`config.mk`:
```
export PLATFORM = sky130hd
export DESIGN_NAME = grid_mem_arbiter_flat
export DESIGN_NICKNAME = d
export VERILOG_FILES = /design/src/rtl/grid_mem_arbiter_if.sv /design/src/rtl/grid_mem_arbiter.sv /design/src/flat_wrapper.sv
export SDC_FILE = /design/constraint.sdc
export NUM_CORES = 1
export LEC_CHECK = 0
export CAP_MARGIN = 0
export CORE_MARGIN = 3
export CORE_UTILIZATION = 35
export CTS_CLUSTER_SIZE = 10
export DETAILED_ROUTE_END_ITERATION = 8
export PLACE_DENSITY = 0.76
export SETUP_SLACK_MARGIN = 0.2
export SLEW_MARGIN = 20
export SYNTH_ARGS = -nofsm -noshare
export SYNTH_HDL_FRONTEND = slang
export SYNTH_SLANG_ARGS = --single-unit
```
`constraint.sdc`:
```
create_clock -name clk -period 1.72 [get_ports clk]
set_clock_uncertainty 0.2 [all_clocks]
set_input_delay 0.258 -clock clk [delete_from_list [all_inputs] [get_ports clk]]
set_output_delay 0.258 -clock clk [all_outputs]
set_load 0.02 [all_outputs]
```
`src/rtl/grid_mem_arbiter_if.sv`:
```
// Grid RAM arbiter bus bundle.
// Groups the three ports of the shared single-port grid RAM: the renderer's read-only port,
// the game's req/ack port and the board-init control, plus the RAM-side signals.
// Modports:
//   slave  - the arbiter's view (drives acks, read data, RAM address/write)
//   master - the environment's view (renderer, game FSM, RAM model)
interface grid_mem_arbiter_if #(
  parameter int unsigned ADDR_W = 8,
  parameter int unsigned DATA_W = 8
);
  // Renderer
  logic              video_en;
  logic [ADDR_W-1:0] video_addr;
  logic [DATA_W-1:0] video_data;
  // Game logic
  logic              game_req;
  logic              game_we;
  logic [ADDR_W-1:0] game_addr;
  logic [DATA_W-1:0] game_wdata;
  logic              game_ack;
  logic              game_err;
  logic [DATA_W-1:0] game_rdata;
  logic              game_rvalid;
  // Board init
  logic              init_start;
  logic              init_busy;
  // RAM
  logic [ADDR_W-1:0] mem_addr;
  logic              mem_we;
  logic [DATA_W-1:0] mem_wdata;
  logic [DATA_W-1:0] mem_rdata;

  modport slave (
    input  video_en, video_addr, game_req, game_we, game_addr, game_wdata, init_start,
           mem_rdata,
    output video_data, game_ack, game_err, game_rdata, game_rvalid, init_busy,
           mem_addr, mem_we, mem_wdata
  );

  modport master (
    output video_en, video_addr, game_req, game_we, game_addr, game_wdata, init_start,
           mem_rdata,
    input  video_data, game_ack, game_err, game_rdata, game_rvalid, init_busy,
           mem_addr, mem_we, mem_wdata
  );
endinterface

```
`src/rtl/grid_mem_arbiter.sv`:
```
// Tetris grid RAM arbiter.
// Shares one single-port grid RAM (COLS x ROWS cells) between the renderer (highest
// priority, read-only), the board-init sequencer and the game logic (req/ack, read/write).
// Ports:
//   clk   - system clock
//   reset - asynchronous active-low reset
//   bus   - grid_mem_arbiter_if.slave: video, game, init and RAM signals
module grid_mem_arbiter #(
  parameter int unsigned COLS       = 12,
  parameter int unsigned ROWS       = 20,
  parameter int unsigned ADDR_W     = 8,
  parameter int unsigned DATA_W     = 8,
  parameter int unsigned AIR_VAL    = 0,
  parameter int unsigned BORDER_VAL = 8
) (
  input  logic                clk,
  input  logic                reset,
  grid_mem_arbiter_if.slave   bus
);

  localparam int unsigned CELLS = COLS * ROWS;
  localparam int unsigned COL_W = $clog2(COLS);
  localparam int unsigned ROW_W = $clog2(ROWS);
  localparam logic [ADDR_W-1:0] LAST_ADDR = ADDR_W'(CELLS - 1);
  localparam logic [COL_W-1:0]  LAST_COL  = COL_W'(COLS - 1);
  localparam logic [ROW_W-1:0]  LAST_ROW  = ROW_W'(ROWS - 1);

  typedef enum logic [0:0] {StIdle, StInit} state_e;

  state_e            state_q, state_d;
  logic [COL_W-1:0]  col_q, col_d;
  logic [ROW_W-1:0]  row_q, row_d;
  logic [ADDR_W-1:0] addr_q, addr_d;
  logic              video_own_q;
  logic              rvalid_q;
  logic              rd_ok_q;
  logic              game_oob;
  logic              border;

  assign game_oob = bus.game_addr > LAST_ADDR;
  assign border   = (col_q == '0) || (col_q == LAST_COL) || (row_q == LAST_ROW);

  always_ff @(posedge clk or negedge reset) begin
    if (!reset) begin
      state_q     <= StIdle;
      col_q       <= '0;
      row_q       <= '0;
      addr_q      <= '0;
      video_own_q <= 1'b0;
      rvalid_q    <= 1'b0;
      rd_ok_q     <= 1'b0;
    end else begin
      state_q     <= state_d;
      col_q       <= col_d;
      row_q       <= row_d;
      addr_q      <= addr_d;
      video_own_q <= bus.video_en;
      rvalid_q    <= bus.game_ack && !bus.game_we;
      rd_ok_q     <= bus.game_ack && !bus.game_we && !game_oob;
    end
  end

  always_comb begin
    state_d       = state_q;
    col_d         = col_q;
    row_d         = row_q;
    addr_d        = addr_q;
    bus.mem_addr  = '0;
    bus.mem_we    = 1'b0;
    bus.mem_wdata = '0;
    bus.game_ack  = 1'b0;
    bus.game_err  = 1'b0;

    if (bus.video_en) begin
      bus.mem_addr = bus.video_addr;
    end else if (state_q == StInit) begin
      bus.mem_addr  = addr_q;
      bus.mem_we    = 1'b1;
      bus.mem_wdata = border ? DATA_W'(BORDER_VAL) : DATA_W'(AIR_VAL);
      if (addr_q == LAST_ADDR) begin
        state_d = StIdle;
        col_d   = '0;
        row_d   = '0;
        addr_d  = '0;
      end else begin
        // Linear address tracks row*COLS+col incrementally, so no multiply/divide.
        addr_d = addr_q + 1'b1;
        if (col_q == LAST_COL) begin
          col_d = '0;
          row_d = row_q + 1'b1;
        end else begin
          col_d = col_q + 1'b1;
        end
      end
    end else if (bus.game_req) begin
      bus.game_ack  = 1'b1;
      bus.game_err  = game_oob;
      bus.mem_addr  = bus.game_addr;
      bus.mem_we    = bus.game_we && !game_oob;
      bus.mem_wdata = bus.game_wdata;
    end

    // A game access may still be acked in this same IDLE cycle.
    if (state_q == StIdle && bus.init_start) begin
      state_d = StInit;
    end
  end

  // RAM data arrives the cycle after the address; steer it to whoever issued that address.
  assign bus.video_data  = video_own_q ? bus.mem_rdata : '0;
  assign bus.game_rdata  = (rvalid_q && rd_ok_q) ? bus.mem_rdata : '0;
  assign bus.game_rvalid = rvalid_q;
  assign bus.init_busy   = (state_q == StInit);

endmodule

```
`src/flat_wrapper.sv`:
```
// flat-port wrapper written by rule: the top's interface ports become plain ports
module grid_mem_arbiter_flat 
#(
  parameter int unsigned COLS       = 12,
  parameter int unsigned ROWS       = 20,
  parameter int unsigned ADDR_W     = 8,
  parameter int unsigned DATA_W     = 8,
  parameter int unsigned AIR_VAL    = 0,
  parameter int unsigned BORDER_VAL = 8
)
  (clk, reset, bus_video_en, bus_video_addr, bus_game_req, bus_game_we, bus_game_addr, bus_game_wdata, bus_init_start, bus_mem_rdata, bus_video_data, bus_game_ack, bus_game_err, bus_game_rdata, bus_game_rvalid, bus_init_busy, bus_mem_addr, bus_mem_we, bus_mem_wdata);
  grid_mem_arbiter_if #(.ADDR_W(ADDR_W), .DATA_W(DATA_W)) bus_i ();
  input  logic clk;
  input  logic reset;
  input wire logic [$bits(bus_i.video_en)-1:0] bus_video_en;
  input wire logic [$bits(bus_i.video_addr)-1:0] bus_video_addr;
  input wire logic [$bits(bus_i.game_req)-1:0] bus_game_req;
  input wire logic [$bits(bus_i.game_we)-1:0] bus_game_we;
  input wire logic [$bits(bus_i.game_addr)-1:0] bus_game_addr;
  input wire logic [$bits(bus_i.game_wdata)-1:0] bus_game_wdata;
  input wire logic [$bits(bus_i.init_start)-1:0] bus_init_start;
  input wire logic [$bits(bus_i.mem_rdata)-1:0] bus_mem_rdata;
  output wire logic [$bits(bus_i.video_data)-1:0] bus_video_data;
  output wire logic [$bits(bus_i.game_ack)-1:0] bus_game_ack;
  output wire logic [$bits(bus_i.game_err)-1:0] bus_game_err;
  output wire logic [$bits(bus_i.game_rdata)-1:0] bus_game_rdata;
  output wire logic [$bits(bus_i.game_rvalid)-1:0] bus_game_rvalid;
  output wire logic [$bits(bus_i.init_busy)-1:0] bus_init_busy;
  output wire logic [$bits(bus_i.mem_addr)-1:0] bus_mem_addr;
  output wire logic [$bits(bus_i.mem_we)-1:0] bus_mem_we;
  output wire logic [$bits(bus_i.mem_wdata)-1:0] bus_mem_wdata;
  assign bus_i.video_en = bus_video_en;
  assign bus_i.video_addr = bus_video_addr;
  assign bus_i.game_req = bus_game_req;
  assign bus_i.game_we = bus_game_we;
  assign bus_i.game_addr = bus_game_addr;
  assign bus_i.game_wdata = bus_game_wdata;
  assign bus_i.init_start = bus_init_start;
  assign bus_i.mem_rdata = bus_mem_rdata;
  assign bus_video_data = bus_i.video_data;
  assign bus_game_ack = bus_i.game_ack;
  assign bus_game_err = bus_i.game_err;
  assign bus_game_rdata = bus_i.game_rdata;
  assign bus_game_rvalid = bus_i.game_rvalid;
  assign bus_init_busy = bus_i.init_busy;
  assign bus_mem_addr = bus_i.mem_addr;
  assign bus_mem_we = bus_i.mem_we;
  assign bus_mem_wdata = bus_i.mem_wdata;
  grid_mem_arbiter #(.COLS(COLS), .ROWS(ROWS), .ADDR_W(ADDR_W), .DATA_W(DATA_W), .AIR_VAL(AIR_VAL), .BORDER_VAL(BORDER_VAL)) u_core (.clk(clk), .reset(reset), .bus(bus_i));
endmodule
```
==> out/summary.txt <==
status - finished with violations
failing checks - negative setup slack
final wirelength - 5490 um
Worst slew margin - 0.813
DRT antenna net count - 0
htree depth - 1
Power Density - 839 mW/mm^2
area of the multi-input gates - 0.00115 mm^2
register area share after synthesis - 0.379
P_sw - 0.936 mW
total power - 2.55 mW
GRT Util Overall - 0.211
TritonCTS clock tree - done
die span in x - 69.0 um
Synth Flop Type - dfrtp_1
# setup viols final - 26
CP peak stage delay - 480 ps
syn nets - 200
final non-filler cell total - 335
RSZ-0062 raised after global routing - yes
Hold Crit Class - in -> async
Peak Freq - 514 MHz
1st-iter DRT viols - 54
VDD IR-drop max - 0.843 mV
clock latency on the worst-skew pair - 260 ps
met3 wire len - 459 um
die extent in y - 69.0 um
placed cells - 314
Slew @ Worst Pin - 280 ps
top routing layer in use - met4
post-synthesis adder-cell area fraction - 0.0361
cell family with most CP delay - buffers and inverters
clk slew on worst S/H paths - 80 ps
Yosys cell types - 41
clock power share - 0.128
Final Hold Viols - 0
first-pass GRT wire length - 7600 um
synth-to-layout area growth - 119%
logic gate share of total power - 0.573
grt ovf - 0
CP Capture Type - output pin
Die ar. - 0.00476 mm^2
Seq pwr share - 0.299
Starting Density - 0.371
Fill cells - 231
Tmin final - 1940 ps
Vias - 1,755
via/cell ratio - 5.24
syn avg cell area - 8.78 um^2
clock buffer depth - 2
drt pass-1 iters - 4
Crit Path Max Fanout - 7
Setup CP Type - reg -> out
CTS hold repair buffers - 0
Synth top area share - 0.379
critical path cell sequence - buf_4 -> buf_6 -> buf_6 -> a22oi_2 -> o21ai_2 -> buf_6
crit share post-route - 1.13
cell-internal power - 1.62 mW
Worst Path Required - 1260 ps
Compound-Gate Fraction of Synth Area - 0.160
Post-synth EDFFs - 0
DRT met1 WL - 1970 um
worst slack, placed - -653 ps
worst setup margin - -224 ps
vias in the first global route - 1,647
Ports - 75
Synth Register Bits - 21
Sink Count - 21
leading post-synthesis cells by cell area - dfrtp_1 (38%), and2_1 (8.6%), nand2_1 (5.7%)
sw frac - 0.366
total CTS buffers - 3
Synth Area in XOR/XNOR - 0.0442
WL met2 - 3030 um
simple-gate share of the synthesized area - 0.334
maximum capacitance violations - 0
Cells after Synth - 158
initial antenna violation count - 0
ANT cells - 0
routed len/inst - 16.4 um
slowest cell on the critical path - dfrtp_2
Ys Warns - 0
Lkg Pwr - 1.39 nW
Worst Path Arrival - 1490 ps
row count - 22
Synth area leader - dfrtp_1
HPWL after DPL - 3430 um
port bufs - 74
Post-synth ARST share - 1.00
buffer and inverter count on the worst path - 4
root buffer cell - clkbuf_8
Seq. cell area - 528 um^2
Core Box Area - 0.00374 mm^2
startpoint type of the worst setup path - flop
post-synthesis mux area share - 0.0225
Pins Over Slew Limit - 0
placed instance area - 0.00257 mm^2
share of cells above drive strength 1 - 0.599
most frequent CP cell - buf_6
drt drc - 0
fin nets - 330
GP Congestion - 0.706
post-route cell area - 0.00305 mm^2
largest family of logic cells by synthesized area - simple AND/OR/NAND/NOR gates
hold slack - 139 ps
synthesized area - 0.00139 mm^2
largest net degree at the start of global routing - 22
## worst register-to-register path, cell delays in order, from the launching register on
cell     delay [ps]
dfrtp_1         420
ha_2            210
buf_6           110
and3b_2         220
o211a_4         160
and3_4          150
a211o_1         260
## power by group through the flow
stage          registers (mW)  clock network (mW)  logic (mW)
2_1_floorplan           0.793                   0       0.571
3_3_place_gp            0.757                   0        1.16
3_5_place_dp            0.761                   0        1.18
4_1_cts                 0.758               0.332        1.32
5_1_grt                 0.776               0.356        1.59
6_report                0.764               0.328        1.46
## repair_timing
action,4_1_cts,5_1_grt
setup buffers,9,6
pin swaps,37,23
resized for setup,275,30
gates cloned,2,0
endpoints found under the setup margin,52,50
## cell families after synthesis
family,after synthesis
AO/OA/AOI/OAI,34
AND/OR/NAND/NOR,80
XOR/XNOR,7
multiplexers,3
adder cells (fa/ha/maj),4
buffers and inverters,9
flip-flops,21
## path summary, 6_finish.rpt
| check | start | endpoint | slack (ps) | depth (start not counted) |
|---|---|---|---|---|
| worst max-delay path | u_core.bus.init_busy | bus_mem_addr[1] | -220 | 6 |
| worst min-delay path | reset | u_core.addr_q[4] | 140 | 2 |
| worst max register to register | u_core.col_q[1] | u_core.row_q[3] | -120 | 6 |
| worst min register to register | u_core.addr_q[1] | u_core.addr_q[1] | 390 | 2 |
| max in group asynchronous | reset | u_core.bus.init_busy | 940 | 2 |
| min in group clk | bus_video_en | u_core.video_own_q | 170 | 1 |
## layout make-up
| cell class | instances | area share |
|---|---|---|
| Tap cell | 48 | 0.0197 |
| Sequential cell | 21 | 0.173 |
| Timing Repair Buffer | 130 | 0.408 |
| Inverter | 4 | 0.00493 |
| Multi-Input combinational cell | 128 | 0.379 |
| Clock buffer | 3 | 0.0136 |
| Clock inverter | 1 | 0.00164 |
## metrics by stage
stage                util  setup TNS (ps)
finish              0.814           -2990
global route        0.814           -4910
CTS                 0.774           -2500
detailed placement  0.686          -19920
global placement    0.686          -19600
floorplan               -               0
## sequential cells by signal, indices dropped and copies added (netlist names)
register / flops
u_core.addr_q: 8
u_core.bus.game_rvalid: 1
u_core.bus.init_busy: 1
u_core.col_q: 4
u_core.rd_ok_q: 1
u_core.row_q: 5
u_core.video_own_q: 1
## cell usage after synthesis, types with 3 or more instances
library cell  count
a21oi_1           3
a22oi_1           8
and2_1           19
and3_1            9
clkbuf_1          4
dfrtp_1          21
ha_1              4
inv_1             4
nand2_1          21
nand3_1           5
nor2_1            8
o21ai_0          13
xnor2_1           5
## metal layers
metal  global-route usage  vias up
met2                0.410       66
li1                     -      825
met5                    0        -
met3               0.0486        4
met1                0.237      860
met4               0.0268        0
## placed cells by master, fill, tap and decap left out, types with 2 or more instances in the layout
| cell | synthesis | final |
|---|---|---|
| dlygate4sd2_1 | 0 | 2 |
| a21oi_1 | 3 | 2 |
| o22ai_1 | 2 | 2 |
| and2_1 | 19 | 8 |
| dfrtp_2 | 0 | 2 |
| clkbuf_8 | 0 | 3 |
| dfrtp_1 | 21 | 19 |
| o21ai_4 | 0 | 2 |
| xnor2_1 | 5 | 4 |
| nor2_1 | 8 | 6 |
| and4b_2 | 1 | 2 |
| nand2_1 | 21 | 16 |
| clkdlybuf4s50_1 | 0 | 31 |
| inv_2 | 0 | 2 |
| nand2_2 | 0 | 5 |
| ha_2 | 0 | 3 |
| mux2i_1 | 2 | 2 |
| o21ai_1 | 1 | 2 |
| a22oi_2 | 0 | 6 |
| nand4_1 | 2 | 2 |
| nand3_1 | 5 | 3 |
| a22o_4 | 0 | 3 |
| a22oi_1 | 8 | 2 |
| and2_4 | 0 | 12 |
| clkdlybuf4s15_1 | 0 | 4 |
| o21ai_2 | 0 | 10 |
| buf_6 | 0 | 48 |
| buf_2 | 1 | 5 |
| inv_1 | 4 | 2 |
| and3_4 | 0 | 9 |
| buf_4 | 0 | 37 |
No activity file was read; power rests on OpenSTA's default activity.
